--- src/rtl/trap_controller_if.sv ---
// Pipeline/CSR side-band bundle between the trap controller and the RV32 core.
interface trap_controller_if #(
  parameter int unsigned XLEN = 32
) ();

  // Execute-stage instruction status
  logic            ex_valid;
  logic            ex_stall;
  logic [XLEN-1:0] ex_pc;
  logic            ex_ecall;
  logic            ex_illegal;
  logic            ex_mret;

  // CSR file state
  logic            mstatus_mie;
  logic            mie_meie;
  logic [XLEN-1:0] mtvec_in;
  logic [XLEN-1:0] mepc_in;

  // Controller responses
  logic            irq_pending;
  logic            kill_ex;
  logic            flush;
  logic            redirect_valid;
  logic [XLEN-1:0] redirect_pc;
  logic            trap_enter;
  logic [XLEN-1:0] mepc_out;
  logic [XLEN-1:0] mcause_out;
  logic            mret_restore;

  // Trap controller side
  modport master (
    input  ex_valid, ex_stall, ex_pc, ex_ecall, ex_illegal, ex_mret,
    input  mstatus_mie, mie_meie, mtvec_in, mepc_in,
    output irq_pending, kill_ex, flush, redirect_valid, redirect_pc,
    output trap_enter, mepc_out, mcause_out, mret_restore
  );

  // Pipeline / CSR file side
  modport slave (
    output ex_valid, ex_stall, ex_pc, ex_ecall, ex_illegal, ex_mret,
    output mstatus_mie, mie_meie, mtvec_in, mepc_in,
    input  irq_pending, kill_ex, flush, redirect_valid, redirect_pc,
    input  trap_enter, mepc_out, mcause_out, mret_restore
  );

endinterface

--- src/rtl/trap_controller.sv ---
// Trap entry / mret sequencer for a three-stage RV32 pipeline. Synchronises the
// external interrupt, arbitrates events at the Execute boundary and holds one
// flush cycle after every taken event.
module trap_controller #(
  parameter int unsigned XLEN        = 32,
  parameter int unsigned SYNC_STAGES = 2
) (
  input  logic              clk,
  input  logic              rst,
  input  logic              External_Intrpt,
  trap_controller_if.master bus
);

  localparam logic [XLEN-1:0] CauseIllegal = XLEN'(2);
  localparam logic [XLEN-1:0] CauseEcall   = XLEN'(11);
  localparam logic [XLEN-1:0] CauseMext    = {1'b1, {(XLEN-1){1'b0}}} | XLEN'(11);
  localparam logic [XLEN-1:0] VecOffset    = XLEN'(44);  // 4 * cause 11

  typedef enum logic [0:0] {StIdle, StFlush} state_e;

  state_e                 state_q, state_d;
  logic [SYNC_STAGES-1:0] sync_q;
  logic                   edge_q;
  logic                   irq_pending_q, irq_pending_d;
  logic                   irq_rise;
  logic                   decide, take_exc, take_irq, take_mret;
  logic [XLEN-1:0]        mtvec_base;

  // Synchronise the async request and keep the previous synchronised level
  always_ff @(posedge clk or posedge rst) begin
    if (rst) begin
      sync_q <= '0;
      edge_q <= 1'b0;
    end else begin
      sync_q <= {sync_q[SYNC_STAGES-2:0], External_Intrpt};
      edge_q <= sync_q[SYNC_STAGES-1];
    end
  end

  assign irq_rise   = sync_q[SYNC_STAGES-1] & ~edge_q;
  assign mtvec_base = {bus.mtvec_in[XLEN-1:2], 2'b00};

  // Event arbitration at the Execute boundary: exception > interrupt > mret
  always_comb begin
    decide    = (state_q == StIdle) & bus.ex_valid & ~bus.ex_stall;
    take_exc  = decide & (bus.ex_illegal | bus.ex_ecall);
    take_irq  = decide & ~take_exc & irq_pending_q & bus.mstatus_mie & bus.mie_meie;
    take_mret = decide & ~take_exc & ~take_irq & bus.ex_mret;
  end

  // Sticky pending bit; a new edge beats the clear from a taken interrupt
  always_comb begin
    irq_pending_d = irq_rise | (irq_pending_q & ~take_irq);
  end

  // Pending bit register
  always_ff @(posedge clk or posedge rst) begin
    if (rst) begin
      irq_pending_q <= 1'b0;
    end else begin
      irq_pending_q <= irq_pending_d;
    end
  end

  // FSM state register
  always_ff @(posedge clk or posedge rst) begin
    if (rst) begin
      state_q <= StIdle;
    end else begin
      state_q <= state_d;
    end
  end

  // FSM next state: every taken event costs exactly one flush cycle
  always_comb begin
    state_d = state_q;
    unique case (state_q)
      StIdle:  if (take_exc || take_irq || take_mret) state_d = StFlush;
      StFlush: state_d = StIdle;
      default: state_d = StIdle;
    endcase
  end

  // FSM outputs: Mealy decision strobes in IDLE, flush-only in FLUSH, all low in reset
  always_comb begin
    bus.irq_pending    = 1'b0;
    bus.kill_ex        = 1'b0;
    bus.flush          = 1'b0;
    bus.redirect_valid = 1'b0;
    bus.redirect_pc    = '0;
    bus.trap_enter     = 1'b0;
    bus.mepc_out       = '0;
    bus.mcause_out     = '0;
    bus.mret_restore   = 1'b0;
    if (!rst) begin
      bus.irq_pending = irq_pending_q;
      unique case (state_q)
        StFlush: bus.flush = 1'b1;
        StIdle: begin
          if (take_exc || take_irq) begin
            bus.kill_ex        = 1'b1;
            bus.flush          = 1'b1;
            bus.redirect_valid = 1'b1;
            bus.trap_enter     = 1'b1;
            bus.mepc_out       = bus.ex_pc;
            if (take_exc) begin
              bus.mcause_out = bus.ex_illegal ? CauseIllegal : CauseEcall;
            end else begin
              bus.mcause_out = CauseMext;
            end
            // Only interrupts vector; mode values 2 and 3 fall back to direct
            if (take_irq && (bus.mtvec_in[1:0] == 2'b01)) begin
              bus.redirect_pc = mtvec_base + VecOffset;
            end else begin
              bus.redirect_pc = mtvec_base;
            end
          end else if (take_mret) begin
            bus.kill_ex        = 1'b1;
            bus.flush          = 1'b1;
            bus.redirect_valid = 1'b1;
            bus.mret_restore   = 1'b1;
            bus.redirect_pc    = bus.mepc_in;
          end
        end
        default: ;
      endcase
    end
  end

endmodule

--- src/flat_wrapper.sv ---
// flat-port wrapper written by rule: the top's interface ports become plain ports
module trap_controller_flat 
#(
  parameter int unsigned XLEN        = 32,
  parameter int unsigned SYNC_STAGES = 2
)
  (clk, rst, External_Intrpt, bus_ex_valid, bus_ex_stall, bus_ex_pc, bus_ex_ecall, bus_ex_illegal, bus_ex_mret, bus_mstatus_mie, bus_mie_meie, bus_mtvec_in, bus_mepc_in, bus_irq_pending, bus_kill_ex, bus_flush, bus_redirect_valid, bus_redirect_pc, bus_trap_enter, bus_mepc_out, bus_mcause_out, bus_mret_restore);
  trap_controller_if #(.XLEN(XLEN)) bus_i ();
  input  logic clk;
  input  logic rst;
  input  logic External_Intrpt;
  input wire logic [$bits(bus_i.ex_valid)-1:0] bus_ex_valid;
  input wire logic [$bits(bus_i.ex_stall)-1:0] bus_ex_stall;
  input wire logic [$bits(bus_i.ex_pc)-1:0] bus_ex_pc;
  input wire logic [$bits(bus_i.ex_ecall)-1:0] bus_ex_ecall;
  input wire logic [$bits(bus_i.ex_illegal)-1:0] bus_ex_illegal;
  input wire logic [$bits(bus_i.ex_mret)-1:0] bus_ex_mret;
  input wire logic [$bits(bus_i.mstatus_mie)-1:0] bus_mstatus_mie;
  input wire logic [$bits(bus_i.mie_meie)-1:0] bus_mie_meie;
  input wire logic [$bits(bus_i.mtvec_in)-1:0] bus_mtvec_in;
  input wire logic [$bits(bus_i.mepc_in)-1:0] bus_mepc_in;
  output wire logic [$bits(bus_i.irq_pending)-1:0] bus_irq_pending;
  output wire logic [$bits(bus_i.kill_ex)-1:0] bus_kill_ex;
  output wire logic [$bits(bus_i.flush)-1:0] bus_flush;
  output wire logic [$bits(bus_i.redirect_valid)-1:0] bus_redirect_valid;
  output wire logic [$bits(bus_i.redirect_pc)-1:0] bus_redirect_pc;
  output wire logic [$bits(bus_i.trap_enter)-1:0] bus_trap_enter;
  output wire logic [$bits(bus_i.mepc_out)-1:0] bus_mepc_out;
  output wire logic [$bits(bus_i.mcause_out)-1:0] bus_mcause_out;
  output wire logic [$bits(bus_i.mret_restore)-1:0] bus_mret_restore;
  assign bus_i.ex_valid = bus_ex_valid;
  assign bus_i.ex_stall = bus_ex_stall;
  assign bus_i.ex_pc = bus_ex_pc;
  assign bus_i.ex_ecall = bus_ex_ecall;
  assign bus_i.ex_illegal = bus_ex_illegal;
  assign bus_i.ex_mret = bus_ex_mret;
  assign bus_i.mstatus_mie = bus_mstatus_mie;
  assign bus_i.mie_meie = bus_mie_meie;
  assign bus_i.mtvec_in = bus_mtvec_in;
  assign bus_i.mepc_in = bus_mepc_in;
  assign bus_irq_pending = bus_i.irq_pending;
  assign bus_kill_ex = bus_i.kill_ex;
  assign bus_flush = bus_i.flush;
  assign bus_redirect_valid = bus_i.redirect_valid;
  assign bus_redirect_pc = bus_i.redirect_pc;
  assign bus_trap_enter = bus_i.trap_enter;
  assign bus_mepc_out = bus_i.mepc_out;
  assign bus_mcause_out = bus_i.mcause_out;
  assign bus_mret_restore = bus_i.mret_restore;
  trap_controller #(.XLEN(XLEN), .SYNC_STAGES(SYNC_STAGES)) u_core (.clk(clk), .rst(rst), .External_Intrpt(External_Intrpt), .bus(bus_i));
endmodule
--- config.mk ---
export PLATFORM = sky130hd
export DESIGN_NAME = trap_controller_flat
export DESIGN_NICKNAME = d
export VERILOG_FILES = /design/src/rtl/trap_controller_if.sv /design/src/rtl/trap_controller.sv /design/src/flat_wrapper.sv
export SDC_FILE = /design/constraint.sdc
export NUM_CORES = 1
export LEC_CHECK = 0
export ABC_AREA = 0
export BUFFER_PORTS_ARGS = -buffer_cell sky130_fd_sc_hd__buf_2
export CAP_MARGIN = 20
export CELL_PAD_IN_SITES_DETAIL_PLACEMENT = 1
export CELL_PAD_IN_SITES_GLOBAL_PLACEMENT = 1
export CORE_MARGIN = 4
export CORE_UTILIZATION = 18
export CTS_CLUSTER_DIAMETER = 200
export DETAILED_ROUTE_END_ITERATION = 12
export PLACE_DENSITY_LB_ADDON = 0.3
export SLEW_MARGIN = 20
export SYNTH_ARGS = -nofsm -noshare
export SYNTH_HDL_FRONTEND = slang
export SYNTH_SLANG_ARGS = --single-unit
export TNS_END_PERCENT = 1
--- constraint.sdc ---
create_clock -name clk -period 2.2 [get_ports clk]
set_input_delay 0.44 -clock clk [delete_from_list [all_inputs] [get_ports clk]]
set_output_delay 0.44 -clock clk [all_outputs]
set_load 0.05 [all_outputs]
; Word level (Yosys, flattened, before mapping)
; Index checks and enable logic that the tools add are counted.
; W data, S select, Z words.
[word_totals]
reg_bits = 5
latchBits = 0
ram_bits = 0
romBits = 0
wordCells = 55
memories = 0
[op_classes]
add_sub_neg = 1
multipliers = 0
n_div = 0
order_cmp = 0
eq_ne = 1
n_shift = 0
muxes = 28
bitwise = 18
n_reduce_logical = 3
[op_table]
columns = operator, count
row1 = $mux W32, 12
row2 = $add A32 B6 Y32 const B, 1
row3 = $mux W1, 13
row4 = $and A1 B1 Y1, 11
row5 = $not A1 Y1, 5
row6 = $mux W4, 1
row7 = $pmux W1 S2, 2
row8 = $eq A2 B1 Y1 const B, 1
row9 = $logic_or A1 B1 Y1, 2
row10 = $or A1 B1 Y1, 2
row11 = $logic_and A1 B1 Y1, 1

; Longest topological paths before layout
[logic_depth]
ltp_word = 16
ltp_mapped = 8
ltp_nobuf = 7

; Worst setup path after synthesis
; No wires, ideal clock.
[synth_timing]
kind = input port to output port
from = in bus_mie_meie
to = out bus_redirect_pc[13]
t_arrival_ns = 2.610
slack_ns = -0.850
cell_stages = 7
cell_sequence = and3_1 clkbuf_1 nand4_2 clkbuf_1 nor3_1 xnor2_1 o21ai_0
[synth_between]
elab_chain_cells = 8
[synth_rtl]
columns = item, line
row1 = from (decl), flat_wrapper.sv:19  ; input wire logic [$bits(bus_i.mie_meie)-1:0] bus_mie_meie;
row2 = $and A1 B1 Y1 (*), trap_controller.sv:47  ; take_irq = decide & ~take_exc & irq_pending_q & bus.mstatus_mie & bus.mie_meie;
row3 = $not A1 Y1, trap_controller.sv:48  ; take_mret = decide & ~take_exc & ~take_irq & bus.ex_mret;
row4 = $and A1 B1 Y1 (2 in series), trap_controller.sv:48
row5 = $mux W32, trap_controller.sv:117  ; end else if (take_mret) begin
row6 = $mux W32 (*), trap_controller.sv:100  ; if (take_exc || take_irq) begin
row7 = $mux W32 (*), trap_controller.sv:97  ; unique case (state_q)
row8 = $mux W32 (*), trap_controller.sv:95  ; if (!rst) begin
row9 = to (decl), flat_wrapper.sv:26  ; output wire logic [$bits(bus_i.redirect_pc)-1:0] bus_redirect_pc;
; Mark *: on every way between the ends. The rest lies on a longest branch, timed or not.

; Worst setup path after layout
[layout_timing]
from = in bus_mtvec_in[11]
to = out bus_redirect_pc[31]
[layout_between]
elab_chain_cells = 5
[layout_rtl]
columns = item, line
row1 = from (decl), flat_wrapper.sv:20  ; input wire logic [$bits(bus_i.mtvec_in)-1:0] bus_mtvec_in;
row2 = $add A32 B6 Y32, trap_controller.sv:113  ; bus.redirect_pc = mtvec_base + VecOffset;
row3 = $mux W32, trap_controller.sv:112  ; if (take_irq && (bus.mtvec_in[1:0] == 2'b01)) begin
row4 = $mux W32, trap_controller.sv:100
row5 = $mux W32, trap_controller.sv:97
row6 = $mux W32, trap_controller.sv:95
; No other way between the ends.

==> results by group <==
STA
  – Fmax: between 0.3 and 0.4 GHz
  – Final WS setup: -0.3612 ns
  – Final hold viol count: 0
  – Max Clock Skew: roughly 0.0014 ns
  – Min Hold Slack: 0.3364 ns
  – Tcrit/Tclk final: 1.164
  – TNS Setup: -8.570 ns
  – Shortest period the worst path allows: between 2 and 3 ns
  – Final setup viols: 67
  – Unrepaired setup endpoints after global routing: yes
  – Max Slew Vio Count: 0

Route
  – Drt pass-1 iters: 4
  – Vias post-DR: between 2000 and 3000
  – Drt wl/cell: approximately 15 um
  – Drc violations: 0
  – Final WL: about 9600 um
  – DRT iter0 DRCs: 68
  – Final ANT Viol Nets: 0
  – Vias per cell: between 4 and 5

Setup path
  – CP Capture Type: output pin
  – Reg-to-reg setup timing slack: roughly 0.9 ns
  – Worst Path Arrival: about 2.1 ns
  – Largest delay contributor family on the critical path: simple AND/OR/NAND/NOR gates
  – Kind of critical path: in -> out
  – Startpoint type of the worst setup path: primary input
  – FF-to-FF End: u_core.state_q$_DFF_PP0_
  – Worst Path Buf+Inv: 2
  – Stages on the worst setup path: 7
  – Worst path most repeated cell: nand3_4
  – Crit-path max cell delay: between 0.5 and 0.6 ns
  – Critical-path top delay cell: or4_4
  – Register-to-Register Path Depth: 5
  – Worst EP required: 1.76 ns
  – R2r startpoint: u_core.irq_pending_q$_DFF_PP0_
  – Cell Chain, Critical Path: buf_6 -> and4_4 -> nand3_4 -> or4_4 -> or4b_4 -> nand3_4 -> buf_8
  – Crit-path max FO: 2

Die
  – Die Area: 11320 sq um
  – Area of the core: between 9000 and 10000 sq um
  – FP Rows: 35
  – Chip height: 106.4 um
  – I/O Pins: about 210
  – Horiz. Die Dim: ~110 um
  – Starting Density: 0.1869

Finish
  – Final core occ: 0.4433
  – Post-Layout Inst Area: between 4000 and 5000 sq um
  – Area Growth Syn to Fin: 137.3%
  – ANT cells: 0
  – Layout cells sized above 1: 0.6556
  – Fillers: approximately 1200
  – Layout net count: around 620
  – Post-Layout Cell Count: 640
  – Most common cell after layout, fill and taps aside: buf_2
  – Most frequent cells in the layout: buf_2 (105), buf_4 (84), buf_6 (61)

Logic synthesis
  – Syn. warnings: 0
  – Yosys reg bits: 5
  – Post-synth EDFFs: 0
  – Register area share after synthesis: 0.07179
  – Synth Cell Area: around 1700 sq um
  – Syn Inst Count: ~270
  – Count of cell types in the netlist: 43
  – Synthesized area per cell: around 6.5 sq um
  – Async S/R FF share, synth: 1.000
  – Primary FF master, synth: dfrtp_1

GRT
  – Met2 Use GR: 0.3145
  – Initial antenna violation count: 1
  – Vias in the first global route: ~3100
  – Met3 Usage GRT: 0.05100
  – Gr ovfl total: 0
  – GRT Max-Usage Layer: met2
  – Grt met1 use: 0.1664
  – Largest net degree at the start of global routing: 33
  – First-pass GRT wire length: 14810 um
  – Gr usage total: 0.1574

CTS
  – CTS hold repair buffers: 0
  – Clk pin slew, worst setup/hold paths: 0.03 ns
  – Worst-skew pair later-pin latency: roughly 0.22 ns
  – Clock Root Buffer: clkbuf_8
  – Num CTS Buffers: 3
  – Sink Count: 5
  – Deepest clock path buffer count: 2
  – CTS tree: built
  – CTS H-tree lvls: 1

Place
  – Final Wtd Congestion: about 0.80
  – Number of I/O port buffers: 179
  – Placed Area: 3437 sq um
  – Detailed placement HPWL: about 8000 um
  – Post-Place Cells: around 630

Status
  – Status: finished, violations left
  – Violated checks: setup timing

Job
  – Max cap viols: 0

Power
  – PD cells: 231.3 nW/um^2
  – Leakage power: around 2.1 nW
  – Worst vdd ir: around 230 uV

Worst hold path
  – WHS Endpoint: u_core.sync_q[0]$_DFF_PP0_
  – HP Start: External_Intrpt
  – Hold Crit Depth: 1
  – Hold crit path type: in -> reg
==> worst max-delay path by stage <==
stage,slack (ns),start,endpoint
3_3_place_gp,-0.54,bus_mtvec_in[11],bus_redirect_pc[31]
6_report,-0.36,bus_mtvec_in[11],bus_redirect_pc[31]
3_5_place_dp,-0.54,bus_mtvec_in[17],bus_redirect_pc[31]
2_1_floorplan,-0.23,bus_mtvec_in[17],bus_redirect_pc[31]
4_1_cts,-0.36,bus_mtvec_in[19],bus_redirect_pc[31]
5_1_grt,-0.41,u_core.state_q$_DFF_PP0_,bus_redirect_pc[29]
==> cell type report <==
| cell class | count | area, sq um | area share |
|---|---|---|---|
| repair buffers | 259 | 2003 | 0.4844 |
| multi-input cells | 233 | 1762 | 0.4260 |
| well taps | 129 | 161.4 | 0.03903 |
| flip-flops and latches | 5 | 125.1 | 0.03026 |
| clock buffers | 4 | 45.04 | 0.01089 |
| inverters | 10 | 38.79 | 0.009380 |
==> synthesized netlist by cell type (5+ instances only) <==
master    instances  area [sq um]
and3_1           37         231.5
nand2_1          36         135.1
buf_4            32         240.2
xnor2_1          21         183.9
o21ai_0          19         95.09
clkbuf_1         14         52.55
nor3_1           12         60.06
nor2_1           11         41.29
inv_1             9         33.78
nor4_1            8         50.05
nand3_1           7         35.03
a22o_1            6         52.55
dfrtp_1           5         125.1
o21ai_1           5         25.02
xor2_1            5         43.79
==> registers in the layout, indices dropped and copies added, names as in the netlist <==
| signal | flops |
|---|---|
| u_core.edge_q | 1 |
| u_core.state_q | 1 |
| u_core.sync_q | 2 |
| u_core.irq_pending_q | 1 |
==> per-stage QoR <==
stage | power, mW | setup WS (ns)
6_report | 0.9565 | -0.3612
5_1_grt | 1.015 | -0.4123
4_1_cts | 0.9504 | -0.3630
3_5_place_dp | 0.7230 | -0.5361
3_3_place_gp | 0.7122 | -0.5375
2_1_floorplan | 0.4973 | -0.2310
==> metal layers <==
layer,routed length (um),share of wire
met1,3300,0.34
met2,5290,0.55
met3,987,0.10
met4,20,0.0021
met5,20,0.0021
==> power by group <==
group / switching [mW] / total (mW) / internal, mW
combinational: 0.424 / 0.691 / 0.267
clock: 0.0421 / 0.166 / 0.124
sequential: 0.00180 / 0.0988 / 0.0970
total: 0.468 / 0.956 / 0.488
==> logic make-up (layout without fill, tap and decap cells) <==
family,Yosys count,count (layout),share of synthesized area
xor+xnor,26,26,0.1307
simple gates,135,135,0.4408
flops,5,5,0.07179
mux,2,2,0.01149
buf+inv,56,273,0.1895
fa+ha+maj,1,1,0.007178
compound gates,41,41,0.1464
other cells,1,28,0.002152
==> worst register-to-register path: stages, from the launching register on <==
cell     delay, ns
dfrtp_1       0.36
buf_4         0.14
a311o_1       0.34
o21ai_2       0.16
inv_1         0.07
buf_4         0.12
==> repair_timing <==
action,CTS,global route
setup buffers,0,3
setup endpoints to repair,72,72
endpoints found under the hold margin,0,0
gates resized for setup,151,24
pin swaps,7,8
Power figures use the tool's default switching activity.
